**src/rtl/dmem_arb_pkg.sv**
```systemverilog
// Shared types and constants for the data-memory arbiter.
package dmem_arb_pkg;

    localparam int unsigned DMEM_AW = 8;
    localparam int unsigned DMEM_DW = 8;

    typedef enum logic {
        OWN_CORE = 1'b0,
        OWN_HOST = 1'b1
    } owner_t;

    typedef enum logic [1:0] {
        ARB    = 2'd0,
        HLOCK  = 2'd1,
        HYIELD = 2'd2
    } arb_state_t;

    // Saturating 16-bit increment used by the statistics counters.
    function automatic logic [15:0] sat_inc16(input logic [15:0] v);
        return (v == 16'hFFFF) ? v : v + 16'd1;
    endfunction

endpackage

```
**src/rtl/dmem_arb_rr.sv**
```systemverilog
// Two-way round-robin picker: bit 0 = core, bit 1 = host.
// On a tie the requester that did not own the last grant wins.
module dmem_arb_rr
    import dmem_arb_pkg::*;
(
    input  logic [1:0] req,
    input  owner_t     last_owner,
    output logic [1:0] gnt
);

    // One-hot grant selection
    always_comb begin
        gnt = 2'b00;
        if (req[0] && (!req[1] || last_owner == OWN_HOST)) begin
            gnt[0] = 1'b1;
        end else if (req[1]) begin
            gnt[1] = 1'b1;
        end
    end

endmodule

```
**src/rtl/dmem_arbiter.sv**
```systemverilog
// Arbiter for the single-port data memory between the core LS port and the
// host/loader port. Round-robin with an optional host burst lock that is
// forcibly broken after LOCK_MAX grants so the core cannot starve.
// Optional statistics counters are built when DMEM_ARB_STATS_EN is defined.
module dmem_arbiter
    import dmem_arb_pkg::*;
#(
    parameter int unsigned AW       = DMEM_AW,
    parameter int unsigned DW       = DMEM_DW,
    parameter int unsigned LOCK_MAX = 16
) (
    input  logic          CLK,
    input  logic          Reset,
    input  logic          core_req,
    input  logic          core_we,
    input  logic [AW-1:0] core_addr,
    input  logic [DW-1:0] core_wdata,
    output logic          core_gnt,
    output logic          core_rvalid,
    output logic [DW-1:0] core_rdata,
    input  logic          host_req,
    input  logic          host_we,
    input  logic          host_lock,
    input  logic [AW-1:0] host_addr,
    input  logic [DW-1:0] host_wdata,
    output logic          host_gnt,
    output logic          host_rvalid,
    output logic [DW-1:0] host_rdata,
    output logic          mem_en,
    output logic          mem_we,
    output logic [AW-1:0] mem_addr,
    output logic [DW-1:0] mem_wdata,
    input  logic [DW-1:0] mem_rdata,
    output logic [15:0]   stat_core_stall,
    output logic [15:0]   stat_host_gnt
);

    localparam int unsigned CW = $clog2(LOCK_MAX + 1);

    arb_state_t    state, state_nxt;
    logic [CW-1:0] lock_cnt, lock_cnt_nxt, lock_inc;
    owner_t        last_owner;
    owner_t        rd_owner;
    logic          rd_pend;
    logic [1:0]    rr_gnt;

    dmem_arb_rr u_rr (
        .req        ({host_req, core_req}),
        .last_owner (last_owner),
        .gnt        (rr_gnt)
    );

    // State register and burst-lock counter
    always_ff @(posedge CLK) begin
        if (Reset) begin
            state    <= ARB;
            lock_cnt <= '0;
        end else begin
            state    <= state_nxt;
            lock_cnt <= lock_cnt_nxt;
        end
    end

    // Next-state: enter lock on a locked host grant, yield to core at LOCK_MAX
    always_comb begin
        state_nxt    = state;
        lock_cnt_nxt = lock_cnt;
        lock_inc     = (lock_cnt == CW'(LOCK_MAX)) ? lock_cnt : lock_cnt + CW'(1);
        case (state)
            ARB: begin
                if (host_gnt && host_lock) begin
                    state_nxt    = HLOCK;
                    lock_cnt_nxt = CW'(1);
                end
            end
            HLOCK: begin
                if (host_gnt) begin
                    lock_cnt_nxt = lock_inc;
                end
                if (!host_lock || !host_req) begin
                    state_nxt    = ARB;
                    lock_cnt_nxt = '0;
                end else if (lock_cnt_nxt == CW'(LOCK_MAX) && core_req) begin
                    state_nxt    = HYIELD;
                    lock_cnt_nxt = '0;
                end
            end
            HYIELD: begin
                state_nxt = ARB;
            end
            default: begin
                state_nxt    = ARB;
                lock_cnt_nxt = '0;
            end
        endcase
    end

    // Grants and memory request mux; nothing is granted during Reset
    always_comb begin
        core_gnt  = 1'b0;
        host_gnt  = 1'b0;
        if (!Reset) begin
            case (state)
                ARB: begin
                    core_gnt = rr_gnt[0];
                    host_gnt = rr_gnt[1];
                end
                HLOCK:   host_gnt = host_req;
                HYIELD:  core_gnt = core_req;
                default: ;
            endcase
        end
        mem_en    = core_gnt | host_gnt;
        mem_we    = 1'b0;
        mem_addr  = '0;
        mem_wdata = '0;
        if (core_gnt) begin
            mem_we    = core_we;
            mem_addr  = core_addr;
            mem_wdata = core_wdata;
        end else if (host_gnt) begin
            mem_we    = host_we;
            mem_addr  = host_addr;
            mem_wdata = host_wdata;
        end
    end

    // Round-robin history and read-return tracking
    always_ff @(posedge CLK) begin
        if (Reset) begin
            last_owner <= OWN_HOST;
            rd_pend    <= 1'b0;
            rd_owner   <= OWN_CORE;
        end else begin
            if (core_gnt) begin
                last_owner <= OWN_CORE;
            end else if (host_gnt) begin
                last_owner <= OWN_HOST;
            end
            rd_pend  <= (core_gnt && !core_we) || (host_gnt && !host_we);
            rd_owner <= core_gnt ? OWN_CORE : OWN_HOST;
        end
    end

    // Route returning read data to its owner; Reset drops an in-flight read
    assign core_rvalid = rd_pend && (rd_owner == OWN_CORE) && !Reset;
    assign host_rvalid = rd_pend && (rd_owner == OWN_HOST) && !Reset;
    assign core_rdata  = core_rvalid ? mem_rdata : '0;
    assign host_rdata  = host_rvalid ? mem_rdata : '0;

`ifdef DMEM_ARB_STATS_EN
    logic [15:0] core_stall_q;
    logic [15:0] host_gnt_q;

    // Saturating core-stall and host-grant counters
    always_ff @(posedge CLK) begin
        if (Reset) begin
            core_stall_q <= '0;
            host_gnt_q   <= '0;
        end else begin
            if (core_req && !core_gnt) begin
                core_stall_q <= sat_inc16(core_stall_q);
            end
            if (host_gnt) begin
                host_gnt_q <= sat_inc16(host_gnt_q);
            end
        end
    end

    assign stat_core_stall = core_stall_q;
    assign stat_host_gnt   = host_gnt_q;
`else
    assign stat_core_stall = '0;
    assign stat_host_gnt   = '0;
`endif

endmodule
```
**config.mk**
```make
export PLATFORM = sky130hd
export DESIGN_NAME = dmem_arbiter
export DESIGN_NICKNAME = d
export VERILOG_FILES = /design/src/rtl/dmem_arb_pkg.sv /design/src/rtl/dmem_arb_rr.sv /design/src/rtl/dmem_arbiter.sv
export SDC_FILE = /design/constraint.sdc
export NUM_CORES = 1
export LEC_CHECK = 0
export CORE_ASPECT_RATIO = 0.7
export CORE_MARGIN = 2
export CORE_UTILIZATION = 33
export CTS_CLUSTER_DIAMETER = 60
export DETAILED_ROUTE_END_ITERATION = 10
export PLACE_DENSITY = 0.89
export SETUP_SLACK_MARGIN = 0.15
export SYNTH_ARGS = -nofsm -noshare
export SYNTH_HDL_FRONTEND = slang
export SYNTH_HIERARCHICAL = 1
export SYNTH_SLANG_ARGS = --single-unit
```
**constraint.sdc**
```tcl
create_clock -name CLK -period 3.35 [get_ports CLK]
set_input_delay 0.5025 -clock CLK [delete_from_list [all_inputs] [get_ports CLK]]
set_output_delay 0.5025 -clock CLK [all_outputs]
set_load 0.02 [all_outputs]
```
After elaboration in Yosys (flattened, before gate mapping)
Cells that the tools add are included.
W data, S select, Z words.
{"block": "word_totals", "wordCells": 65, "reg_bits": 10, "out_inout_bits": 70, "input_bits": 47}
{"block": "classes", "n_reduce_logical": 21, "addsub": 1, "mux": 29, "n_eq_ne": 6, "bitwise_logic": 3}
{"operator": "$mux W8", "n": 6}
{"operator": "$mux W5", "n": 6}
{"operator": "$pmux W5 S3", "n": 1}
{"operator": "$eq A5 B5 Y1 const B", "n": 2}
{"operator": "$mux W1", "n": 10}
{"operator": "$logic_and A1 B1 Y1", "n": 9}
{"operator": "$mux W2", "n": 3}
{"operator": "$add A5 B1 Y5 const B", "n": 1}
{"operator": "$logic_not A1 Y1", "n": 5}
{"operator": "$pmux W1 S2", "n": 2}
{"operator": "$pmux W2 S2", "n": 1}
{"operator": "$reduce_and A2 Y1", "n": 2}
{"operator": "$logic_or A1 B1 Y1", "n": 3}
{"operator": "$ne A3 B3 Y1 const B", "n": 1}
{"operator": "$eq A2 B1 Y1 const B", "n": 1}
{"operator": "$eq A2 B2 Y1 const B", "n": 1}
{"operator": "$logic_not A2 Y1", "n": 1}
{"operator": "$ne A2 B2 Y1 const B", "n": 1}
{"operator": "$not A1 Y1", "n": 2}
{"operator": "$reduce_bool A2 Y1", "n": 1}
{"operator": "$or A1 B1 Y1", "n": 1}

Logic depth before layout (Yosys ltp)
Gate-level depths: netlist of the first run.
{"block": "depth", "ltp_word": 13, "depth_mapped": 8, "ltp_nobuf": 8}

Modules after synthesis
Netlist of the first run, hierarchy kept.
{"module": "dmem_arbiter", "instances": 1, "seq_area_each_um2": 200.2, "cells_each": 153, "area_each_um2": 1232.4}
{"module": "dmem_arb_rr", "instances": 1, "seq_area_each_um2": 0.0, "cells_each": 3, "area_each_um2": 18.8}

Worst setup path after synthesis of the first run
Ideal clock, no wire load.
{"block": "synth_timing", "path_kind": "input to output", "start": "in host_req", "end": "out mem_we", "t_arrival_ps": 1947, "cell_stages": 6, "required_ps": 2847, "path_slack_ps": 900, "n_path_buf": 0, "path_cell_list": "a21boi_0 > mux2i_2 > or3_4 > inv_4 > nand2_1 > o21ai_0"}
{"block": "synth_between", "elab_chain_cells": 8, "elab_cells_between_ends": 12, "classes_between": "mux: 9; reduce/logical: 3"}
{"element": "start, declared", "line_no": "dmem_arbiter.sv:21", "text": "input logic host_req,"}
{"element": "$logic_not A1 Y1", "line_no": "dmem_arb_rr.sv:14", "text": "if (req[0] && (!req[1] || last_owner == OWN_HOST)) begin"}
{"element": "$logic_or A1 B1 Y1", "line_no": "dmem_arb_rr.sv:14"}
{"element": "$logic_and A1 B1 Y1", "line_no": "dmem_arb_rr.sv:14"}
{"element": "$mux W1", "line_no": "dmem_arb_rr.sv:14"}
{"element": "$pmux W1 S2 (*)", "line_no": "dmem_arbiter.sv:103", "text": "case (state)"}
{"element": "$mux W1 (*)", "line_no": "dmem_arbiter.sv:102", "text": "if (!Reset) begin"}
{"element": "via host_gnt", "line_no": "dmem_arbiter.sv:26", "text": "output logic host_gnt,"}
{"element": "$mux W1 (*)", "line_no": "dmem_arbiter.sv:121", "text": "end else if (host_gnt) begin"}
{"element": "$mux W1 (*)", "line_no": "dmem_arbiter.sv:117", "text": "if (core_gnt) begin"}
{"element": "end, declared", "line_no": "dmem_arbiter.sv:30", "text": "output logic mem_we,"}
The timed path passes the listed nets; every way through them passes the cells marked *.

Final worst setup path of the first run
{"block": "layout_timing", "start": "in core_req", "end": "out mem_en"}
{"block": "layout_between", "elab_chain_cells": 5, "elab_cells_between_ends": 8, "classes_between": "mux: 6; bitwise: 1; reduce/logical: 1"}
{"element": "start, declared", "line_no": "dmem_arbiter.sv:14", "text": "input logic core_req,"}
{"element": "$logic_and A1 B1 Y1", "line_no": "dmem_arb_rr.sv:14"}
{"element": "$mux W1", "line_no": "dmem_arb_rr.sv:14"}
{"element": "via rr_gnt[0]", "line_no": "dmem_arbiter.sv:45", "text": "logic [1:0] rr_gnt;"}
{"element": "$pmux W1 S2", "line_no": "dmem_arbiter.sv:103"}
{"element": "$mux W1", "line_no": "dmem_arbiter.sv:102"}
{"element": "$or A1 B1 Y1", "line_no": "dmem_arbiter.sv:113", "text": "mem_en = core_gnt | host_gnt;"}
{"element": "end, declared", "line_no": "dmem_arbiter.sv:29", "text": "output logic mem_en,"}
The timed path passes the listed nets, and every way through them passes these cells.

==> impl_metrics.ini, run 1 <==
[run_status]
outcome = finished clean

[synth]
synthTopCellsByCount = buf_4 (33), a22o_1 (16), and2_1 (16)
muxShareOfSynthArea_pct = 3.10
ys_types = 49
synth_edf_count = 0
synth-compound-area-share_pct = 23.1
synth_flop_cell = dfxtp_1
seq_area_frac_synth_pct = 16.0
yosys_warnings = 6
synth.most_common_cell = buf_4
yosys.area.top_type = buf_4
synth.cell_area_um2 = 1250
synth_xor_area_share_pct = 1.40
synthAdderAreaFrac_pct = 2.00
ys_ff_latch = 10
avgSynthCellArea_um2 = 8.02
synth_top_family_by_area = simple AND/OR/NAND/NOR gates
synth-simple-area-share_pct = 28.4
ys_top_cells_by_area = buf_4 (20%), dfxtp_1 (16%), a22o_1 (11%)
synth_largest_type_area_fraction_pct = 19.8
synthCells = 156
async_flop_share_pct = 0

[clock_tree]
numCtsBuffers = 3
post_cts_buffers = 0
cts-root-buf = clkbuf_8
cts_num_sinks = 10
h-tree-depth = 1
clk_pin_slew_ns = 0.05
cts_buffer_depth = 2
cts_tree = built
clock_latency_ns = 0.24

[power_and_ir_drop]
irDropWorstVdd_uv = 199
leakage_nw = 1.02
p_switching_uw = 165
p_sw_share_pct = 33.0
power_frac_comb_pct = 43.7
pwr-share-clk_pct = 31.1
intPower_uw = 335
p_per_area_nw_per_um2 = 236
power_frac_seq_pct = 25.2

[finish]
instances_no_fill = 294
multi_input_area_um2 = 855
register_area_um2 = 200
final_area_um2 = 2120
syn_to_final_growth_pct = 69.4
fill_cells = 340
num_antenna_cells = 0
nets = 294
drive_gt1_share_pct = 11.1

[global_route]
grt_max_degree = 17
grt_pass1_vias = 1237
antenna_found_initial = 0
grt_pass1_wl_mm = 5.62
grt_overflow = 0
grt_usage_pct = 15.7

[worst_setup_path]
critPathLaunchType = input port
crit_path_max_fanout = 13
end_kind = output pin
worstSetupPathType = in2out
reg2reg_from = lock_cnt[0]
crit_path_frequent_cell = clkdlybuf4s50_1
cp.required_ns = 2.85
crit_arrival_ns = 2.48
slowest_delay_ns = 0.61
crit_path_cell_trace = clkdlybuf4s50_1 -> a21boi_1 -> mux2i_1 -> nor3_2 -> buf_4 -> inv_1 -> nand2_1 -> clkdlybuf4s50_1
slowest_stage = clkdlybuf4s50_1
worstRegToRegCells = 9
rrSetupSlack_ns = 1.32
r2r-end = lock_cnt[4]

[timing]
rsz0062_at_grt = false
fmaxAchievable_mhz = 335
report.final.setup_viol = 0
clock_skew_ns = 0.000540
slew_viol_final = 0
min_period_ns = 2.98
final-hold-violation-count = 0
period_share_pct = 89.1

[floorplan]
initial_core_util_pct = 34.9
rows = 18
die_w_um = 77.6
core_region_area_um2 = 3580
dieArea_um2 = 4310
pin_count = 117
dieHeight_um = 55.5

[hold_path]
min_path_type = reg2reg
hp-start = lock_cnt[3]
holdPathEnd = lock_cnt[3]
hold_depth = 2

[placed_design]
dp_hpwl_mm = 2.98
gp_congestion = 0.805
placed_area_um2 = 2060
placed_cells = 290
io_buffers = 84

[drt]
viasPerCell = 4.55
drc = 0
drt_first_pass_iters = 4
drt-initial-drc-count = 31
wire_per_inst_um = 12.2
vias = 1339
wl_mm = 3.58
postRouteAntennaNets = 0

[run]
max_cap_viol_count = 0
[per-layer routing]
metal	up-vias	part of all wire, %	GRT usage (%)
li1	658	-	-
met1	599	43	19.3
met2	76	49	28.0
met3	6	7.1	3.76
met4	0	0.95	3.06
met5	-	0	0
[worst max-delay path by stage]
stage / slack [ns] / end / start / depth (start not counted)
after floorplan: 0.90 / mem_we / host_req / 6
final: 0.37 / mem_en / core_req / 8
after global routing: 0.23 / mem_en / core_req / 8
after detailed placement: -0.01 / mem_wdata[1] / core_req / 8
after CTS: 0.15 / mem_addr[3] / core_req / 8
after global placement: 0.04 / mem_wdata[2] / core_req / 8
[state kept, by name (all words and copies together), names as in the netlist]
signal      count
state           2
last_owner      1
rd_pend         1
rd_owner        1
lock_cnt        5
[cell type report]
| type | count | share of cell area (%) |
|---|---|---|
| clock buffer | 4 | 2.60 |
| tap | 50 | 2.95 |
| timing repair buffer | 92 | 43.3 |
| sequential | 10 | 9.45 |
| multi-input combinational | 131 | 40.3 |
| inverter | 7 | 1.36 |
[critical path: cells and delay by family]
family | cells | cell delay, ns
multiplexers | 1 | 0.11
buffers and inverters | 4 | 1.45
AND/OR/NAND/NOR | 2 | 0.22
AO/OA/AOI/OAI | 1 | 0.19
[power by group through the flow]
stage,registers (mW),clock network [mW],logic (mW)
6_report,0.126,0.155,0.218
5_1_grt,0.126,0.164,0.232
4_1_cts,0.126,0.157,0.220
3_5_place_dp,0.128,0,0.225
3_3_place_gp,0.128,0,0.223
2_1_floorplan,0.127,0,0.142
[metrics by stage]
step           hold WS [ns]  worst slack, ns  utilization, %  setup TNS [ns]  power (mW)
2_1_floorplan         0.452            0.900               -               0       0.268
3_3_place_gp          0.485           0.0434            57.4               0       0.351
3_5_place_dp          0.486          -0.0107            57.4         -0.0277       0.353
4_1_cts               0.493            0.150            58.7               0       0.502
5_1_grt               0.568            0.230            59.2               0       0.523
6_report              0.501            0.366            59.2               0       0.500
[what timing repair did]
action | in CTS | in global routing
hold buffers | 0 | 0
resized for setup | 12 | 7
setup endpoints to repair | 17 | 7
[cells in the final DEF (no fill, tap or decap), drive strengths merged, types with 4 or more instances in the layout]
cell type,instances
a22o,16
and2,17
clkdlybuf4s50,67
o21ai,4
clkbuf,4
conb,32
inv,7
buf,8
dlygate4sd2,10
nor2,10
dfxtp,10
nand2,7
dlymetal6s2s,7
[cells by family after synthesis]
kind of cell             after synthesis
buffers and inverters                 46
AO/OA/AOI/OAI                         36
adder cells (fa/ha/maj)                2
AND/OR/NAND/NOR                       56
other                                  1
XOR/XNOR                               2
flip-flops                            10
multiplexers                           3
Power figures use the tool's default switching activity.
==> inputs of run 2 (changes only) <==
--- a/config.mk
+++ b/config.mk
@@ -7,10 +7,10 @@
 export LEC_CHECK = 0
 export CORE_ASPECT_RATIO = 0.7
 export CORE_MARGIN = 2
-export CORE_UTILIZATION = 33
+export CORE_UTILIZATION = 31
 export CTS_CLUSTER_DIAMETER = 60
 export DETAILED_ROUTE_END_ITERATION = 10
-export PLACE_DENSITY = 0.89
+export PLACE_DENSITY = 0.85
 export SETUP_SLACK_MARGIN = 0.15
 export SYNTH_ARGS = -nofsm -noshare
 export SYNTH_HDL_FRONTEND = slang
==> constraint.sdc (replaced) <==
create_clock -name CLK -period 3.25 [get_ports CLK]
set_input_delay 0.4875 -clock CLK [delete_from_list [all_inputs] [get_ports CLK]]
set_output_delay 0.4875 -clock CLK [all_outputs]
set_load 0.02 [all_outputs]
==> run 2 against run 1 <==
Effect of this change:
- core utilization decreased by 4.7 points
- clock skew rose by 0.0070 ns
- first-iteration DRC count up 29%
- register-to-register slack lost 0.14 ns
- largest power group unchanged
- global-route usage fell by 1.0 points
- setup slack got worse by 0.087 ns
- power rose by 3.5%
==> impl_metrics.ini, run 2 (synthesis gave the netlist of run 1 again) <==
[run_status]
outcome = finished clean

[floorplan]
pin_count = 117
die_w_um = 79.9
rows = 19
dieArea_um2 = 4570
core_region_area_um2 = 3900
dieHeight_um = 57.2
initial_core_util_pct = 32.1

[global_route]
grt_pass1_vias = 1173
grt_overflow = 0
antenna_found_initial = 0
grt_pass1_wl_mm = 5.31
grt_max_degree = 21
grt_usage_pct = 14.7

[finish]
syn_to_final_growth_pct = 69.7
final_common_cell = clkdlybuf4s50_1
num_antenna_cells = 0
instances_no_fill = 298
utilization_pct = 54.5
reg_top3 = lock_cnt x5, state x2
largest_reg_flops = 5
nets = 296
most-common-layout-cells = clkdlybuf4s50_1 (66), conb_1 (32), a22o_1 (16), and2_1 (16), dlygate4sd2_1 (12)
final_area_um2 = 2120
drive_gt1_share_pct = 11.8
top_register = lock_cnt

[clock_tree]
h-tree-depth = 1
clock_latency_ns = 0.25
postCtsHoldBufs = 0
cts-root-buf = clkbuf_8
clk_pin_slew_ns = 0.05
post_cts_buffers = 0
cts_num_sinks = 10
numCtsBuffers = 3
cts_tree = built
cts_buffer_depth = 2

[worst_setup_path]
slowest_delay_ns = 0.62
slowest_stage = clkdlybuf4s50_1
reg2reg_from = lock_cnt[0]
cp.required_ns = 2.76
crit_arrival_ns = 2.48
crit_path_cell_trace = clkdlybuf4s50_1 -> a21boi_2 -> mux2i_2 -> or3_4 -> buf_4 -> nand2_1 -> clkdlybuf4s50_1
crit_path_max_fanout = 4
crit_family = buffers and inverters
critPathLaunchType = input port
startpoint = core_req
end_kind = output pin
cp_num_buf_inv = 3
worstSetupPathType = in2out
crit_path_frequent_cell = clkdlybuf4s50_1

[placed_design]
io_buffers = 84
gp_congestion = 0.829
placed_cells = 294
dp_hpwl_mm = 2.88
placed_area_um2 = 2060

[drt]
drc = 0
top_layer_used = met4
met3RoutedLength_um = 327
wire_per_inst_um = 11.5
postRouteAntennaNets = 0
drt-initial-drc-count = 40
drt_first_pass_iters = 4
vias = 1317
viasPerCell = 4.42
wl_mm = 3.42
wl_met2_mm = 1.61
routedLengthMet1_mm = 1.45

[hold_path]
hp-start = lock_cnt[3]
min_path_type = reg2reg

[timing]
fmaxAchievable_mhz = 337
slew_viol_final = 0
rsz0062_at_grt = false
tns_ns = 0
period_share_pct = 91.4
clock_skew_ns = 0.00753
min_period_ns = 2.97
report.final.setup_viol = 0
final-hold-violation-count = 0

[run]
max_cap_viol_count = 0

[power_and_ir_drop]
irDropWorstVdd_uv = 250
leakage_nw = 1.02
power.total_uw = 517
p_per_area_nw_per_um2 = 244
## run 2: cell types whose count changed in the layout (fill, tap and decap cells not counted), sizes merged
cell | before | now
dlygate4sd2 | 10 | 12
buf | 8 | 10
clkdlybuf4s50 | 67 | 66
dlymetal6s2s | 7 | 6
## run 2: through the flow
stage / setup WS, ns / hold slack, ns
after floorplan: 0.830 / 0.452
after global placement: 0.0303 / 0.482
after detailed placement: 0.000728 / 0.481
after CTS: 0.152 / 0.490
after global routing: 0.159 / 0.516
final: 0.280 / 0.486
## run 2: path summary, 6_finish.rpt
path                       to  slack (ns)  cells after the start
setup reg to reg  lock_cnt[4]        1.18                      9
setup / recovery       mem_en        0.28                      7
hold reg to reg   lock_cnt[3]        0.49                      2
hold / removal    lock_cnt[3]        0.49                      2
## run 2: per-layer routing
layer	up-vias	global-route usage, %
li1	670	-
met2	60	23.5
met3	4	5.22
met4	0	4.12
met1	583	18.9
met5	-	0
## run 2: where the power goes
part / internal [mW] / switching [mW] / leakage, nW / total, mW
Combinational: 0.111 / 0.112 / 0.910 / 0.223
Sequential: 0.127 / 0.00360 / 0.0815 / 0.130
Clock: 0.107 / 0.0567 / 0.0288 / 0.164
## run 2: worst reg2reg max path, cell delays in order, from the launching register on
cell and delay (ns):
dfxtp_1 0.47, inv_1 0.10, ha_1 0.21, and4bb_1 0.23, nor4_4 0.13, buf_4 0.20
mux2_4 0.32, a31oi_1 0.18, o21ai_1 0.09, o31ai_1 0.06
## run 2: cell type report
| type | count | area, um^2 |
|---|---|---|
| timing repair buffer | 94 | 920 |
| clock buffer | 4 | 55.1 |
| multi-input combinational | 131 | 855 |
| tap | 52 | 65.1 |
| inverter | 7 | 28.8 |
| sequential | 10 | 200 |
| fill | 383 | 1780 |
## run 2: timing repair
item | 4_1_cts | 5_1_grt
endpoints found under the setup margin | 18 | 7
pin swaps | 0 | 0
cloned | 0 | 0
gates resized for setup | 14 | 7
==> inputs of run 3 (changes only) <==
--- a/config.mk
+++ b/config.mk
@@ -7,12 +7,11 @@
 export LEC_CHECK = 0
 export CORE_ASPECT_RATIO = 0.7
 export CORE_MARGIN = 2
-export CORE_UTILIZATION = 31
+export CORE_UTILIZATION = 29
 export CTS_CLUSTER_DIAMETER = 60
 export DETAILED_ROUTE_END_ITERATION = 10
-export PLACE_DENSITY = 0.85
+export PLACE_DENSITY = 0.83
 export SETUP_SLACK_MARGIN = 0.15
 export SYNTH_ARGS = -nofsm -noshare
 export SYNTH_HDL_FRONTEND = slang
-export SYNTH_HIERARCHICAL = 1
 export SYNTH_SLANG_ARGS = --single-unit
==> run 3 against run 2 <==
Effect of this change:
- worst hold slack better by 0.085 ns
- count of clock-buffer cells in the layout is 1 lower
- via count is 5.1% lower
- non-clock buffer count is 6 lower
- sequential cell count stayed put
- sequential power hardly changed
- core utilization is 3.4 points lower
- critical path depth is 1 lower
- clock power is 24% lower
- clock skew is 0.0071 ns lower
- register-to-register slack worse by 0.22 ns
- wire length is 8.7% lower
- critical path type unchanged
==> impl_metrics.ini, run 3 <==
[timing]
fmaxAchievable_mhz = 334
period_share_pct = 92.0
final-hold-violation-count = 0
timing.hold.ws_ns = 0.571
maxSlewHeadroom_pct = 63.2
rsz0062_at_grt = false
report.final.setup_viol = 0
worstMarginPinSlew_ns = 0.538
min_period_ns = 2.99
layout_setup_ws_ns = 0.260
tns_ns = 0
slew_viol_final = 0
clock_skew_ns = 0.000423

[placed_design]
io_buffers = 84
dp_slack_ns = 0.161
gp_congestion = 0.823
dp_hpwl_mm = 2.56

[synth]
synthCells = 147
avgSynthCellArea_um2 = 7.83
synthTopCellsByCount = buf_4 (32), a22o_1 (17), and2_1 (16)
seq_area_frac_synth_pct = 17.4
async_flop_share_pct = 0
synth.cell_area_um2 = 1150
synth_largest_type_area_fraction_pct = 20.9
synth.most_common_cell = buf_4
ys_ff_latch = 10
ys_types = 38
synth_edf_count = 0
synth_flop_cell = dfxtp_1
yosys.area.top_type = buf_4
ys_top_cells_by_area = buf_4 (21%), dfxtp_1 (17%), a22o_1 (13%)
yosys_warnings = 0

[worst_setup_path]
crit_arrival_ns = 2.50
worstRegToRegCells = 7
crit_path_frequent_cell = clkdlybuf4s50_1
crit_cells = 6
worstSetupPathType = in2out
cp.required_ns = 2.76
crit_path_max_fanout = 24
crit_path_cell_trace = clkdlybuf4s50_1 -> and3b_1 -> or3_1 -> inv_4 -> a22o_1 -> clkdlybuf4s50_1
end_kind = output pin
critPathLaunchType = input port
slowest_stage = clkdlybuf4s50_1
rrSetupSlack_ns = 0.96
reg2reg_from = lock_cnt[0]
crit_family = buffers and inverters
r2r-end = lock_cnt[4]
slowest_delay_ns = 0.60
cp_num_buf_inv = 3

[global_route]
grt_max_degree = 25
grt_usage_pct = 13.0
grt_pass1_wl_mm = 4.71
grt_pass1_vias = 1089
antenna_found_initial = 0
grt_overflow = 0

[clock_tree]
clk_pin_slew_ns = 0.04
postCtsHoldBufs = 0
cts-root-buf = clkbuf_8
clock_latency_ns = 0.23
cts_num_sinks = 10
cts_tree = built
numCtsBuffers = 3
cts_buffer_depth = 2
h-tree-depth = 1

[floorplan]
dieArea_um2 = 4500
dieHeight_um = 56.7
rows = 19
pin_count = 117
initial_core_util_pct = 29.7
core_region_area_um2 = 3870
die_w_um = 79.3

[drt]
drt-initial-drc-count = 35
viasPerCell = 4.45
routedLengthMet1_mm = 1.26
top_layer_used = met4
wl_mm = 3.12
vias = 1250
drc = 0
wl_met2_mm = 1.55
drt_first_pass_iters = 5
wire_per_inst_um = 11.1
postRouteAntennaNets = 0
met3RoutedLength_um = 290

[hold_path]
hold_depth = 2
holdPathEnd = lock_cnt[3]
min_path_type = reg2reg
hp-start = lock_cnt[3]

[power_and_ir_drop]
p_per_area_nw_per_um2 = 239
irDropWorstVdd_uv = 168
power.total_uw = 473
leakage_nw = 0.800

[finish]
register_area_um2 = 200
num_antenna_cells = 0
final_common_cell = clkdlybuf4s50_1
fill_cells = 377
top_register = lock_cnt
most-common-layout-cells = clkdlybuf4s50_1 (84), conb_1 (32), a22o_1 (17), and2_1 (16), dfxtp_1 (10)
nets = 280
multi_input_area_um2 = 768
syn_to_final_growth_pct = 72.0
utilization_pct = 51.1
largest_reg_flops = 5
drive_gt1_share_pct = 4.37
reg_top3 = lock_cnt x5, state x2

[run_status]
outcome = finished clean

[run]
max_cap_viol_count = 0
## run 3: metal layers
| layer | vias up | track usage [%] |
|---|---|---|
| met2 | 65 | 22.9 |
| met1 | 554 | 15.1 |
| met4 | 0 | 2.96 |
| met3 | 2 | 4.82 |
| li1 | 629 | - |
| met5 | - | 0 |
## run 3: kinds of logic (layout without fill, tap and decap cells)
| family | after synthesis | in the layout | share of synthesized area (%) |
|---|---|---|---|
| fa+ha+maj | 2 | 2 | 2.17 |
| other cells | 1 | 32 | 0.326 |
| compound gates | 41 | 41 | 28.3 |
| simple gates | 47 | 47 | 25.1 |
| xor+xnor | 1 | 1 | 0.761 |
| flops | 10 | 10 | 17.4 |
| buf+inv | 45 | 96 | 26.0 |
## run 3: what timing repair did
action                                  4_1_cts  5_1_grt
setup buffers                                 0        0
endpoints found under the setup margin        0       17
resized for setup                             0        2
hold endpoints to repair                      0        0
## run 3: area by class of cell
class / instances / area share, %
clock buffers: 3 / 2.09
inverters: 5 / 1.07
multi-input cells: 123 / 38.8
flip-flops and latches: 10 / 10.1
well taps: 52 / 3.29
repair buffers: 88 / 44.6
## run 3: power by group
part           switching (mW)  internal, mW  leakage, nW
Combinational           0.107         0.110        0.697
Sequential            0.00332         0.127       0.0816
Clock                  0.0438        0.0807       0.0216
## run 3: worst max-delay path by stage
stage                               end  slack, ns     start
after floorplan           core_rdata[0]       0.93     Reset
after global placement      mem_addr[6]       0.15  core_req
after detailed placement    mem_addr[6]       0.16  core_req
after CTS                   mem_addr[6]       0.16  core_req
after global routing        mem_addr[2]       0.17  core_req
final                       mem_addr[6]       0.26  core_req
## run 3: metrics by stage
step                cell area (um^2)  std cells
floorplan                       1270        178
global placement                1940        278
detailed placement              1940        278
CTS                             1980        281
global route                    1980        281
finish                          1980        281
## run 3: worst reg2reg max path: stages (launching register included)
cell and delay (ns):
dfxtp_1 0.35, inv_1 0.14, ha_1 0.17, nand2_1 0.06, or3_1 0.37, a2111oi_0 0.57
o2111ai_1 0.26, a32o_1 0.27
